[config.mk]
export PLATFORM = sky130hd
export DESIGN_NAME = serial_mag_compare
export DESIGN_NICKNAME = d
export VERILOG_FILES = /design/src/rtl/serial_mag_compare.sv
export SDC_FILE = /design/constraint.sdc
export NUM_CORES = 1
export LEC_CHECK = 0
export ABC_CLOCK_PERIOD_IN_PS = 2800
export BUFFER_PORTS_ARGS = -buffer_cell sky130_fd_sc_hd__buf_2
export CAP_MARGIN = 15
export CELL_PAD_IN_SITES_DETAIL_PLACEMENT = 0
export CELL_PAD_IN_SITES_GLOBAL_PLACEMENT = 1
export CORE_MARGIN = 2
export CORE_UTILIZATION = 43
export CTS_BUF_LIST = sky130_fd_sc_hd__clkbuf_4
export DETAILED_ROUTE_END_ITERATION = 10
export PLACE_DENSITY = 0.81
export SLEW_MARGIN = 40
export SYNTH_ARGS = -nofsm -noshare
export SYNTH_HDL_FRONTEND = slang
export SYNTH_SLANG_ARGS = --single-unit
export TNS_END_PERCENT = 100
[constraint.sdc]
create_clock -name clk -period 2.8 [get_ports clk]
set_input_delay 0.42 -clock clk [delete_from_list [all_inputs] [get_ports clk]]
set_output_delay 0.42 -clock clk [all_outputs]
set_load 0.005 [all_outputs]
[src/rtl/serial_mag_compare.sv]
// serial_mag_compare
//   Bit-serial unsigned magnitude comparator. An accepted operand pair is
//   scanned MSB first, one bit pair per clock. The scan stops at the first
//   differing bit, or after the LSB when the operands are equal. The result
//   is held with a valid/ready handshake until the consumer takes it.
//
// Ports
//   clk       : clock; all state changes on its rising edge
//   rst       : synchronous active-high reset
//   in_valid  : operand pair offered on a/b
//   in_ready  : block is idle and can accept a pair (forced low during rst)
//   a, b      : unsigned operands, WIDTH bits
//   out_valid : result presented on gto/lto/eqo/pos
//   out_ready : consumer accepts the result
//   gto/lto/eqo : A > B, A < B, A == B (exactly one is high while out_valid)
//   pos       : bit index where the decision was made; 0 when equal
module serial_mag_compare #(
  parameter int WIDTH = 6,
  localparam int POS_W = $clog2(WIDTH)
) (
  input  logic             clk,
  input  logic             rst,
  input  logic             in_valid,
  output logic             in_ready,
  input  logic [WIDTH-1:0] a,
  input  logic [WIDTH-1:0] b,
  output logic             out_valid,
  input  logic             out_ready,
  output logic             gto,
  output logic             lto,
  output logic             eqo,
  output logic [POS_W-1:0] pos
);

  typedef enum logic [1:0] {IDLE, SCAN, DONE} state_t;

  state_t state_q, state_d;

  logic [WIDTH-1:0] a_q, b_q;
  logic [POS_W-1:0] idx_q;
  logic             gto_q, lto_q, eqo_q;
  logic [POS_W-1:0] pos_q;

  logic bit_a, bit_b;
  logic accept, decide;

  assign in_ready  = (state_q == IDLE) && !rst;
  assign out_valid = (state_q == DONE);
  assign accept    = in_valid && in_ready;

  assign bit_a = a_q[idx_q];
  assign bit_b = b_q[idx_q];

  // A scan cycle ends the scan when the bits differ or the LSB was reached.
  assign decide = (state_q == SCAN) && ((bit_a != bit_b) || (idx_q == '0));

  always_ff @(posedge clk) begin
    if (rst) state_q <= IDLE;
    else     state_q <= state_d;
  end

  always_comb begin
    state_d = state_q;
    unique case (state_q)
      IDLE:    if (accept)    state_d = SCAN;
      SCAN:    if (decide)    state_d = DONE;
      DONE:    if (out_ready) state_d = IDLE;
      default:                state_d = IDLE;
    endcase
  end

  // Operand capture: data only, loaded on an accepted handshake.
  always_ff @(posedge clk) begin
    if (accept) begin
      a_q <= a;
      b_q <= b;
    end
  end

  // Scan index and result registers; results persist until the next decision.
  always_ff @(posedge clk) begin
    if (rst) begin
      idx_q <= POS_W'(WIDTH - 1);
      gto_q <= 1'b0;
      lto_q <= 1'b0;
      eqo_q <= 1'b0;
      pos_q <= '0;
    end else begin
      if (accept) begin
        idx_q <= POS_W'(WIDTH - 1);
      end else if ((state_q == SCAN) && !decide) begin
        idx_q <= idx_q - POS_W'(1);
      end
      if (decide) begin
        gto_q <= bit_a & ~bit_b;
        lto_q <= ~bit_a & bit_b;
        eqo_q <= (bit_a == bit_b);
        pos_q <= idx_q;
      end
    end
  end

  assign gto = gto_q;
  assign lto = lto_q;
  assign eqo = eqo_q;
  assign pos = pos_q;

endmodule

Yosys cells after proc, flatten, opt, wreduce, memory -nomap -nowiden
Cells that the tools add are included.

operators by class
  $add $sub $neg = 1
  multiply operators = 0
  divide/modulo/power cells = 0
  order comparisons = 1
  equality and inequality tests = 7
  shift-type cells = 0
  multiplexer cells = 8
  bitwise gates (word level) = 4
  reduce and logical (&&, ||, !) cells = 11

operators with widths
  operator                                                    count
  binary-select mux 1 bit (select 3 bit)                      2
  two-way mux 2 bit                                           3
  case mux 2 bit (3 select lines)                             1
  logical AND 1 bit                                           4
  less-than comparator 3 x 4 -> 1 bit, second input constant  1
  != test 2 bit, second input constant                        2
  logical NOT 3 bit                                           1
  AND reduction 3 bit                                         1
  subtractor 3 x 1 -> 3 bit, second input constant            1
  bitwise AND 1 bit                                           2
  equality test 2 x 1 -> 1 bit, second input constant         1
  equality test 2 bit, second input constant                  1
  logical NOT 1 bit                                           2
  logical NOT 2 bit                                           1
  two-way mux 1 bit                                           2
  != test 2 x 1 -> 1 bit, second input constant               1
  inverter 1 bit                                              2
  OR reduction 2 bit                                          1
  equality test 1 bit                                         1
  logical OR 1 bit                                            1
  != test 1 bit                                               1

storage, ports and cells
  bits in registers = 23
  bits in latches = 0
  memory bits (writable) = 0
  memory bits (read-only) = 0
  bits of input ports = 16
  word-level logic and storage cells = 40
  memories = 0

Logic depth before layout (Yosys ltp)
Gate-level depths: netlist (run 1).

  depth in word-level cells = 7
  mapped depth = 9
  depth with buffers taken out = 7

Least setup slack after synthesis (run 1)
OpenSTA, ideal clock, no wires.

  kind = flip-flop to flip-flop
  from = reg idx_q[0]
  to = reg pos_q[2] (netlist: pos[2])
  arrival = 1.884 ns
  required time = 2.730 ns
  setup slack = 0.846 ns
  stages on the path, launching flop included = 10
  path buffers = 2
  cells stage by stage = dfxtp_1 buf_6 mux2i_1 nor2_1 or3_1 ha_1 buf_2 nor3b_1 o21ai_0 a21oi_1

between the ends
  cells in the longest elaborated chain, start to end = 5

ends and longest elaborated chain
  item                                                              line    text
  start, declared                                                   40      logic [POS_W-1:0] idx_q;
  start signal, assigned                                            83      idx_q <= POS_W'(WIDTH - 1);
  start signal, assigned                                            90      idx_q <= POS_W'(WIDTH - 1);
  start signal, assigned                                            92      idx_q <= idx_q - POS_W'(1);
  binary-select mux 1 bit (select 3 bit), on equally long branches  51, 52
  two-way mux 1 bit, on equally long branches                       51, 52
  != test 1 bit                                                     55      assign decide = (state_q == SCAN) && ((bit_a != bit_b) || (idx_q == '0));
  logical OR 1 bit (*)                                              55
  logical AND 1 bit (*)                                             55
  end signal, assigned                                              98      pos_q <= idx_q;
  end, declared                                                     42      logic [POS_W-1:0] pos_q;

Every way passes the cells marked *; elsewhere a longest branch is shown, timed or not. The select of a mux whose other input is x is not followed.
A chain may end at the register's enable or synchronous reset.

Worst setup path after layout (run 1)
Same ends and word-level chain as after synthesis.

==> results.sh, run 1 <==
export IMPL_crit_path_start_kind="register"
export IMPL_core_area_um2=2450
export IMPL_cts_root_buf="clkbuf_4"
export IMPL_maxSlewHeadroom=0.670
export IMPL_worstSetupPathType="reg -> reg"
export IMPL_crit_buf_inv=0
export IMPL_p_leak_nw=0.522
export IMPL_status="finished clean"
export IMPL_p_sw_w=0.000158
export IMPL_cp_max_fo=10
export IMPL_antenna_found_initial=0
export IMPL_rsz0062_at_grt="no"
export IMPL_post_cts_resized=0
export IMPL_area_delta_synth_final_pct=12.8
export IMPL_p_int_w=0.000491
export IMPL_synth_top_flop_cell="edfxtp_1"
export IMPL_synth_most_common_cell="edfxtp_1"
export IMPL_clockBufferDepth=2
export IMPL_drc_errors=0
export IMPL_post_cts_buffers=0
export IMPL_final_setup_worst_slack_ns=0.553
export IMPL_multi_input_comb_area_um2=465
export IMPL_worst_pin_slew_ns=0.495
export IMPL_dieArea_um2=2970
export IMPL_via_per_inst=5.03
export IMPL_die_h_um=54.5
export IMPL_final_seq_area_um2=581
export IMPL_first_pass_iters=4
export IMPL_hold_buffers=0
export IMPL_yosys_warnings=0
export IMPL_post_route_period_util=0.803
export IMPL_cts_max_level=1
export IMPL_insertion_delay_ns=0.31
export IMPL_skew_ns=0.00490
export IMPL_critPathCaptureType="register"
export IMPL_cts_tree="built"
export IMPL_clk_pin_slew_worst_paths_ns=0.12
export IMPL_arrival_ns=2.50
export IMPL_io_buffers=23
export IMPL_synth_area_um2=1100
export IMPL_antenna_left=0
export IMPL_nFillCells=235
export IMPL_p_total_w=0.000648
export IMPL_grt_pass1_vias=658
export IMPL_drtIter0Drc=14
export IMPL_wl_per_cell_um=11.2
export IMPL_crit_family="simple AND/OR/NAND/NOR gates"
export IMPL_synth_seq_area_share=0.530
export IMPL_p_comb_frac=0.150
export IMPL_yosys_top_cells_area="edfxtp_1, dfxtp_1, mux2i_1, nand2b_1, ha_1"
export IMPL_pre_cts_ws_ns=0.569
export IMPL_synth_edff_count=12
export IMPL_initial_utilization=0.446
export IMPL_drv_cap=0
export IMPL_vdd_drop_max_uv=364
export IMPL_hold_path_class="in -> reg"
export IMPL_critPathRequiredTime_ns=3.05
export IMPL_synth_cells=93
export IMPL_dp_hpwl_mm=1.26
export IMPL_yosysTopAreaCell="edfxtp_1"
export IMPL_place_congestion=0.742
export IMPL_setup_viol_count_final=0
export IMPL_path_cells="mux2i_1, nor2_1, or3_1, ha_1, nor3b_1, o21ai_0, a21oi_1"
export IMPL_seqPwrFrac=0.601
export IMPL_fin_nets=136
export IMPL_hold_viol=0
export IMPL_dr_total_vias=730
export IMPL_antenna_cells=0
export IMPL_ys_ff_latch=23
export IMPL_fp_dieW_um=54.5
export IMPL_fin_crit_ns=2.25
export IMPL_synth_distinct_cells=29
export IMPL_switching_share=0.243
export IMPL_timing_fmax_ghz=0.445
export IMPL_synthTopCellsByCount="edfxtp_1, dfxtp_1, mux2i_1, nand2b_1, nor2_1"
export IMPL_fp_row_count=18
export IMPL_io_pins=24
export IMPL_cts_buffers=3
export IMPL_synth_top_area_share=0.329
export IMPL_wl_mm=1.62
export IMPL_max_stage_delay_ns=0.53
export IMPL_grt_overflow_total=0
export IMPL_drv_slew=0
export IMPL_finalInstanceArea_um2=1240
export IMPL_tns_ns=0
export IMPL_grt_max_degree=15
export IMPL_place_area_um2=1210
export IMPL_cpMaxStageDelayCell="dfxtp_1"
export IMPL_syn_nets=113
export IMPL_async_flop_share=0
export IMPL_avgSynthCellArea_um2=11.8
export IMPL_p_per_area_nw_per_um2=524
export IMPL_grt_pass1_wl_mm=2.68
export IMPL_ff2ff_setup_slack_ns=0.55
export IMPL_clkSinkCount=23
export IMPL_drive_above_1_share=0.270
export IMPL_track_usage=0.128
export IMPL_clkPwrFrac=0.249
power groups by stage:
stage	clock network [W]	registers (W)	logic, W
floorplan	0	0.000393	0.0000744
global route	0.000177	0.000393	0.000112
finish	0.000161	0.000390	0.0000974
detailed placement	0	0.000398	0.0000986
CTS	0.000164	0.000390	0.0000992
global placement	0	0.000397	0.0000967
layer usage:
metal,up-vias,part of all wire,GRT usage
met3,4,0.058,0.0328
li1,374,-,-
met1,331,0.46,0.165
met5,-,0,0
met4,0,0.016,0.0625
met2,21,0.46,0.199
cells in the final DEF, fill, tap and decap left out, drive strengths merged, types with 2 or more instances in the layout:
master	netlist	routed
nor3	5	5
nor3b	2	2
inv	2	2
nor2	7	7
nand2b	11	11
buf	4	23
a21oi	2	2
clkbuf	1	4
a31oi	2	2
edfxtp	12	12
or3	2	2
mux2i	10	10
and4	2	2
dfxtp	11	11
ha	4	4
nor2b	4	4
o21ai	4	4
through the flow:
step	cells	hold WS, ns	util
after floorplan	93	0.465	-
after global placement	141	0.446	0.491
after detailed placement	141	0.450	0.491
after CTS	145	0.271	0.504
after global routing	145	0.265	0.504
final	145	0.274	0.504
sequential cells by signal, summed over array words and instances, names as in the netlist:
signal,count
idx_q,3
a_q,6
gto,1
b_q,6
eqo,1
state_q,2
lto,1
pos,3
final timing paths:
kind / from / end / cells past startpoint
max reg2reg: idx_q[0]$_SDFFE_PP1P_ / pos[2]$_SDFFE_PP0P_ / 7
min: a[2] / a_q[2]$_DFFE_PP_ / 1
max: idx_q[0]$_SDFFE_PP1P_ / pos[2]$_SDFFE_PP0P_ / 7
min reg2reg: eqo$_SDFFE_PP0P_ / eqo$_SDFFE_PP0P_ / 1
final cells by class:
| class | count | area share |
|---|---|---|
| flip-flops and latches | 23 | 0.470 |
| inverters | 2 | 0.00607 |
| multi-input cells | 63 | 0.377 |
| well taps | 30 | 0.0304 |
| clock buffers | 4 | 0.0243 |
| repair buffers | 23 | 0.0931 |
kinds of logic after synthesis:
| group | count (synthesis) | synth area share |
|---|---|---|
| buffers and inverters | 7 | 0.0457 |
| AOI/OAI and AO/OA | 12 | 0.0811 |
| adders and majority gates | 4 | 0.0457 |
| muxes | 10 | 0.0913 |
| and+or+nand+nor | 37 | 0.207 |
| DFF | 23 | 0.530 |
Power figures use the tool's default switching activity.
==> inputs of run 2 (changes only) <==
- ABC_CLOCK_PERIOD_IN_PS: 2800 -> 2200
- clock period: 2.8 -> 2.2 ns (I/O delays scaled with it)
==> results.sh, run 2 (synthesis gave the netlist of run 1 again) <==
export IMPL_post_cts_buffers=0
export IMPL_wl_met2_um=845
export IMPL_clockBufferDepth=2
export IMPL_mostFrequentLayoutCells="buf_2, edfxtp_1, mux2i_1, nand2b_1, dfxtp_1"
export IMPL_setup_viol_count_final=0
export IMPL_p_comb_frac=0.157
export IMPL_p_leak_nw=0.529
export IMPL_postLayoutCoreUtil=0.512
export IMPL_startpoint="idx_q[1]$_SDFFE_PP0P_"
export IMPL_first_pass_iters=6
export IMPL_arrival_ns=2.29
export IMPL_met3_length_um=97
export IMPL_p_sw_w=0.000197
export IMPL_fin_crit_ns=2.04
export IMPL_dr_total_vias=765
export IMPL_r2r_start="idx_q[1]$_SDFFE_PP0P_"
export IMPL_p_int_w=0.000628
export IMPL_insertion_delay_ns=0.30
export IMPL_area_delta_synth_final_pct=14.6
export IMPL_drc_errors=0
export IMPL_nFillCells=228
export IMPL_grt_overflow_total=0
export IMPL_antenna_found_initial=0
export IMPL_worst_pin_slew_ns=0.508
export IMPL_drive_above_1_share=0.308
export IMPL_grt_pass1_vias=630
export IMPL_max_stage_delay_ns=0.45
export IMPL_largestRegisters="a_q (6), b_q (6)"
export IMPL_crit_family="simple AND/OR/NAND/NOR gates"
export IMPL_maxSlewHeadroom=0.661
export IMPL_rsz0062_at_grt="no"
export IMPL_clkPwrFrac=0.241
export IMPL_switching_share=0.239
export IMPL_status="finished clean"
export IMPL_cp_max_fo=10
export IMPL_fp_dieW_um=54.5
export IMPL_cts_root_buf="clkbuf_4"
export IMPL_grt_max_degree=15
export IMPL_finalInstanceArea_um2=1260
export IMPL_layout_commonest_cell="buf_2"
export IMPL_cts_buffers=3
export IMPL_drv_slew=0
export IMPL_core_area_um2=2450
export IMPL_clk_pin_slew_worst_paths_ns=0.12
export IMPL_critPathCaptureType="register"
export IMPL_hold_viol=0
export IMPL_critPathRequiredTime_ns=2.45
export IMPL_worstSetupPathType="reg -> reg"
export IMPL_antenna_left=0
export IMPL_die_h_um=54.5
export IMPL_crit_path_start_kind="register"
export IMPL_whs_ns=0.192
export IMPL_p_per_area_nw_per_um2=656
export IMPL_dp_hpwl_mm=1.27
export IMPL_multi_input_comb_area_um2=468
export IMPL_met1_length_um=735
export IMPL_io_pins=24
export IMPL_place_congestion=0.758
export IMPL_skew_ns=0.0146
export IMPL_highest_layer="met4"
export IMPL_io_buffers=23
export IMPL_vdd_drop_max_uv=456
export IMPL_post_route_period_util=0.928
export IMPL_crit_buf_inv=0
export IMPL_clkSinkCount=23
export IMPL_cpMaxStageDelayCell="dfxtp_2"
export IMPL_drv_cap=0
export IMPL_grt_pass1_wl_mm=2.63
export IMPL_antenna_cells=0
export IMPL_cts_max_level=1
export IMPL_track_usage=0.126
export IMPL_p_total_w=0.000824
export IMPL_dieArea_um2=2970
export IMPL_min_from="a[0]"
export IMPL_hold_path_class="in -> reg"
export IMPL_fp_row_count=18
export IMPL_tns_ns=0
export IMPL_via_per_inst=5.20
export IMPL_wl_per_cell_um=11.6
export IMPL_timing_fmax_ghz=0.490
export IMPL_place_area_um2=1220
export IMPL_seqPwrFrac=0.602
export IMPL_initial_utilization=0.446
export IMPL_final_seq_area_um2=583
export IMPL_fin_nets=138
export IMPL_drtIter0Drc=12
export IMPL_cts_tree="built"
export IMPL_path_cells="mux2i_1, nor2_1, or3_1, ha_2, nor3b_1, o21ai_0, a21oi_1"
export IMPL_wl_mm=1.70
run 2: changes by cell type in the layout (fill, tap and decap cells not counted):
cell | before | now
ha_1 | 4 | 3
dfxtp_1 | 11 | 9
dfxtp_2 | 0 | 2
ha_2 | 0 | 1
buf_4 | 0 | 2
run 2: repair_timing:
item	4_1_cts	5_1_grt
setup endpoints to repair	6	6
resized for setup	1	2
hold endpoints to repair	0	0
hold buffers	0	0
run 2: layout make-up:
class                   instances  share of cell area
clock buffers                   4              0.0239
inverters                       2             0.00598
multi-input cells              63               0.373
flip-flops and latches         23               0.464
well taps                      30              0.0299
repair buffers                 25               0.104
run 2: power by group through the flow:
stage                     registers, W  clock network, W  logic [W]
final                         0.000496          0.000198   0.000130
after global routing          0.000500          0.000227   0.000147
after CTS                     0.000497          0.000208   0.000128
after detailed placement      0.000506                 0   0.000127
after global placement        0.000505                 0   0.000126
after floorplan               0.000501                 0  0.0000947
run 2: final timing paths:
kind	to	cells past startpoint	slack [ns]
worst min-delay path	a_q[0]$_DFFE_PP_	1	0.19
worst min register to register	gto$_SDFFE_PP0P_	2	0.48
worst max register to register	pos[2]$_SDFFE_PP0P_	7	0.16
worst max-delay path	pos[2]$_SDFFE_PP0P_	7	0.16
run 2: through the flow:
stage / setup WS [ns] / instances
after CTS: 0.0611 / 147
after floorplan: 0.246 / 93
after global routing: 0.0370 / 147
after global placement: 0.0751 / 143
final: 0.157 / 147
after detailed placement: 0.00154 / 143
run 2: worst reg2reg max path: cells and delay by family, from the launching register on:
family,cells,cell delay [ns]
adder cells (fa/ha/maj),1,0.37
AO/OA/AOI/OAI,2,0.24
AND/OR/NAND/NOR,3,0.72
flip-flops,1,0.45
multiplexers,1,0.21
run 2: metal layers:
metal  up-vias  GRT usage
met5         -          0
met4         0     0.0375
met3         8     0.0410
met2        30      0.207
met1       344      0.157
li1        383          -
==> inputs of run 3 (changes only) <==
- ABC_CLOCK_PERIOD_IN_PS: 2200 -> 2580
- CORE_UTILIZATION: 43 -> 47
- PLACE_DENSITY: 0.81 -> 0.87
- clock period: 2.2 -> 2.58 ns (I/O delays scaled with it)
==> results.sh, run 3 (synthesis gave the netlist of run 1 again) <==
export IMPL_worstSetupPathType="reg -> reg"
export IMPL_status="finished clean"
export IMPL_p_leak_nw=0.522
export IMPL_grt_met2_usage=0.213
export IMPL_post_cts_buffers=0
export IMPL_cts_root_buf="clkbuf_4"
export IMPL_largestRegisters="a_q (6), b_q (6)"
export IMPL_cp_max_fo=10
export IMPL_layout_commonest_cell="buf_2"
export IMPL_dieArea_um2=2730
export IMPL_use_met3=0.0343
export IMPL_crit_path_end="pos[2]$_SDFFE_PP0P_"
export IMPL_insertion_delay_ns=0.30
export IMPL_drtIter0Drc=17
export IMPL_mostFrequentLayoutCells="buf_2, edfxtp_1, dfxtp_1, mux2i_1, nand2b_1"
export IMPL_skew_ns=0.00454
export IMPL_critPathRequiredTime_ns=2.82
export IMPL_p_per_area_nw_per_um2=566
export IMPL_io_buffers=23
export IMPL_hold_path_class="in -> reg"
export IMPL_grt_pass1_wl_mm=2.67
export IMPL_first_pass_iters=4
export IMPL_cts_tree="built"
export IMPL_busiest_layer="met2"
export IMPL_fin_cells=143
export IMPL_drv_slew=0
export IMPL_antenna_left=0
export IMPL_drive_above_1_share=0.270
export IMPL_place_congestion=0.735
export IMPL_drc_errors=0
export IMPL_setup_viol_count_final=0
export IMPL_antenna_cells=0
export IMPL_critPathCaptureType="register"
export IMPL_grt_overflow_total=0
export IMPL_tns_ns=0
export IMPL_clkSinkCount=23
export IMPL_hold_viol=0
export IMPL_post_cts_resized=0
export IMPL_initial_utilization=0.495
export IMPL_cts_buffers=3
export IMPL_p_total_w=0.000698
export IMPL_worst_pin_slew_ns=0.522
export IMPL_vdd_drop_max_uv=332
export IMPL_p_comb_frac=0.152
export IMPL_cpMaxStageDelayCell="dfxtp_1"
export IMPL_r2r_cells=7
export IMPL_dr_total_vias=732
export IMPL_grt_max_degree=15
export IMPL_startpoint="idx_q[1]$_SDFFE_PP0P_"
export IMPL_die_h_um=52.3
export IMPL_wl_mm=1.66
export IMPL_p_sw_w=0.000165
export IMPL_via_per_inst=5.12
export IMPL_io_pins=24
export IMPL_wl_per_cell_um=11.6
export IMPL_track_usage=0.139
export IMPL_p_int_w=0.000532
export IMPL_timing_fmax_ghz=0.449
export IMPL_r2r_start="idx_q[1]$_SDFFE_PP0P_"
export IMPL_rsz0062_at_grt="no"
export IMPL_grt_pass1_vias=642
export IMPL_path_cells="mux2i_1, nor2_1, or3_1, ha_1, nor3b_1, o21ai_0, a21oi_1"
export IMPL_worst_r2r_endpoint="pos[2]$_SDFFE_PP0P_"
export IMPL_clockBufferDepth=2
export IMPL_fin_nets=136
export IMPL_seqPwrFrac=0.608
export IMPL_switching_share=0.237
export IMPL_dp_cells=139
export IMPL_area_delta_synth_final_pct=12.6
export IMPL_drv_cap=0
export IMPL_antenna_found_initial=0
export IMPL_max_stage_delay_ns=0.55
export IMPL_fp_dieW_um=52.3
export IMPL_cts_max_level=1
export IMPL_fp_row_count=17
export IMPL_dp_hpwl_mm=1.27
export IMPL_clkPwrFrac=0.240
export IMPL_grt_use_met1=0.178
export IMPL_hold_buffers=0
export IMPL_maxSlewHeadroom=0.652
export IMPL_whs_path_depth=1
export IMPL_crit_path_start_kind="register"
export IMPL_nFillCells=219
export IMPL_fin_crit_ns=2.22
export IMPL_arrival_ns=2.47
export IMPL_ff2ff_setup_slack_ns=0.36
export IMPL_core_area_um2=2210
export IMPL_post_route_period_util=0.862
export IMPL_clk_pin_slew_worst_paths_ns=0.12
-- run 3: per-layer routing --
| metal | wire length (µm) | vias to the layer above |
|---|---|---|
| met1 | 748 | 332 |
| met2 | 796 | 23 |
| met3 | 93 | 2 |
| li1 | - | 375 |
| met5 | 0 | - |
| met4 | 16 | 0 |
-- run 3: worst min path at each step --
stage / to / slack (ns) / from
after floorplan: eqo$_SDFFE_PP0P_ / 0.46 / eqo$_SDFFE_PP0P_
after global placement: eqo$_SDFFE_PP0P_ / 0.44 / eqo$_SDFFE_PP0P_
after detailed placement: pos[0]$_SDFFE_PP0P_ / 0.46 / pos[0]$_SDFFE_PP0P_
after CTS: a_q[4]$_DFFE_PP_ / 0.24 / a[4]
after global routing: a_q[3]$_DFFE_PP_ / 0.23 / a[3]
final: b_q[2]$_DFFE_PP_ / 0.25 / b[2]
-- run 3: power groups by stage --
stage / combinational, W / clock, W / sequential (W)
after global placement: 0.000105 / 0 / 0.000431
after detailed placement: 0.000107 / 0 / 0.000433
final: 0.000106 / 0.000167 / 0.000424
after CTS: 0.000107 / 0.000177 / 0.000424
after global routing: 0.000121 / 0.000193 / 0.000427
after floorplan: 0.0000808 / 0 / 0.000427
-- run 3: area by class of cell --
type | count | area, µm² | area share
clock buffers | 4 | 30.0 | 0.0243
inverters | 2 | 7.51 | 0.00609
multi-input cells | 63 | 465 | 0.377
flip-flops and latches | 23 | 581 | 0.471
well taps | 28 | 35.0 | 0.0284
repair buffers | 23 | 115 | 0.0933
-- run 3: critical path, delay by kind of cell (launching register included) --
family	cells	cell delay [ns]
flops	1	0.55
simple gates	3	0.70
mux	1	0.24
fa+ha+maj	1	0.41
compound gates	2	0.27
-- run 3: metrics by stage --
stage / util / setup WS (ns) / hold WS [ns] / area [µm²]
after global routing: 0.558 / 0.0769 / 0.232 / 1230
after detailed placement: 0.544 / 0.390 / 0.462 / 1200
final: 0.558 / 0.355 / 0.252 / 1230
after global placement: 0.544 / 0.427 / 0.445 / 1200
after floorplan: - / 0.626 / 0.465 / 1100
after CTS: 0.558 / 0.359 / 0.243 / 1230
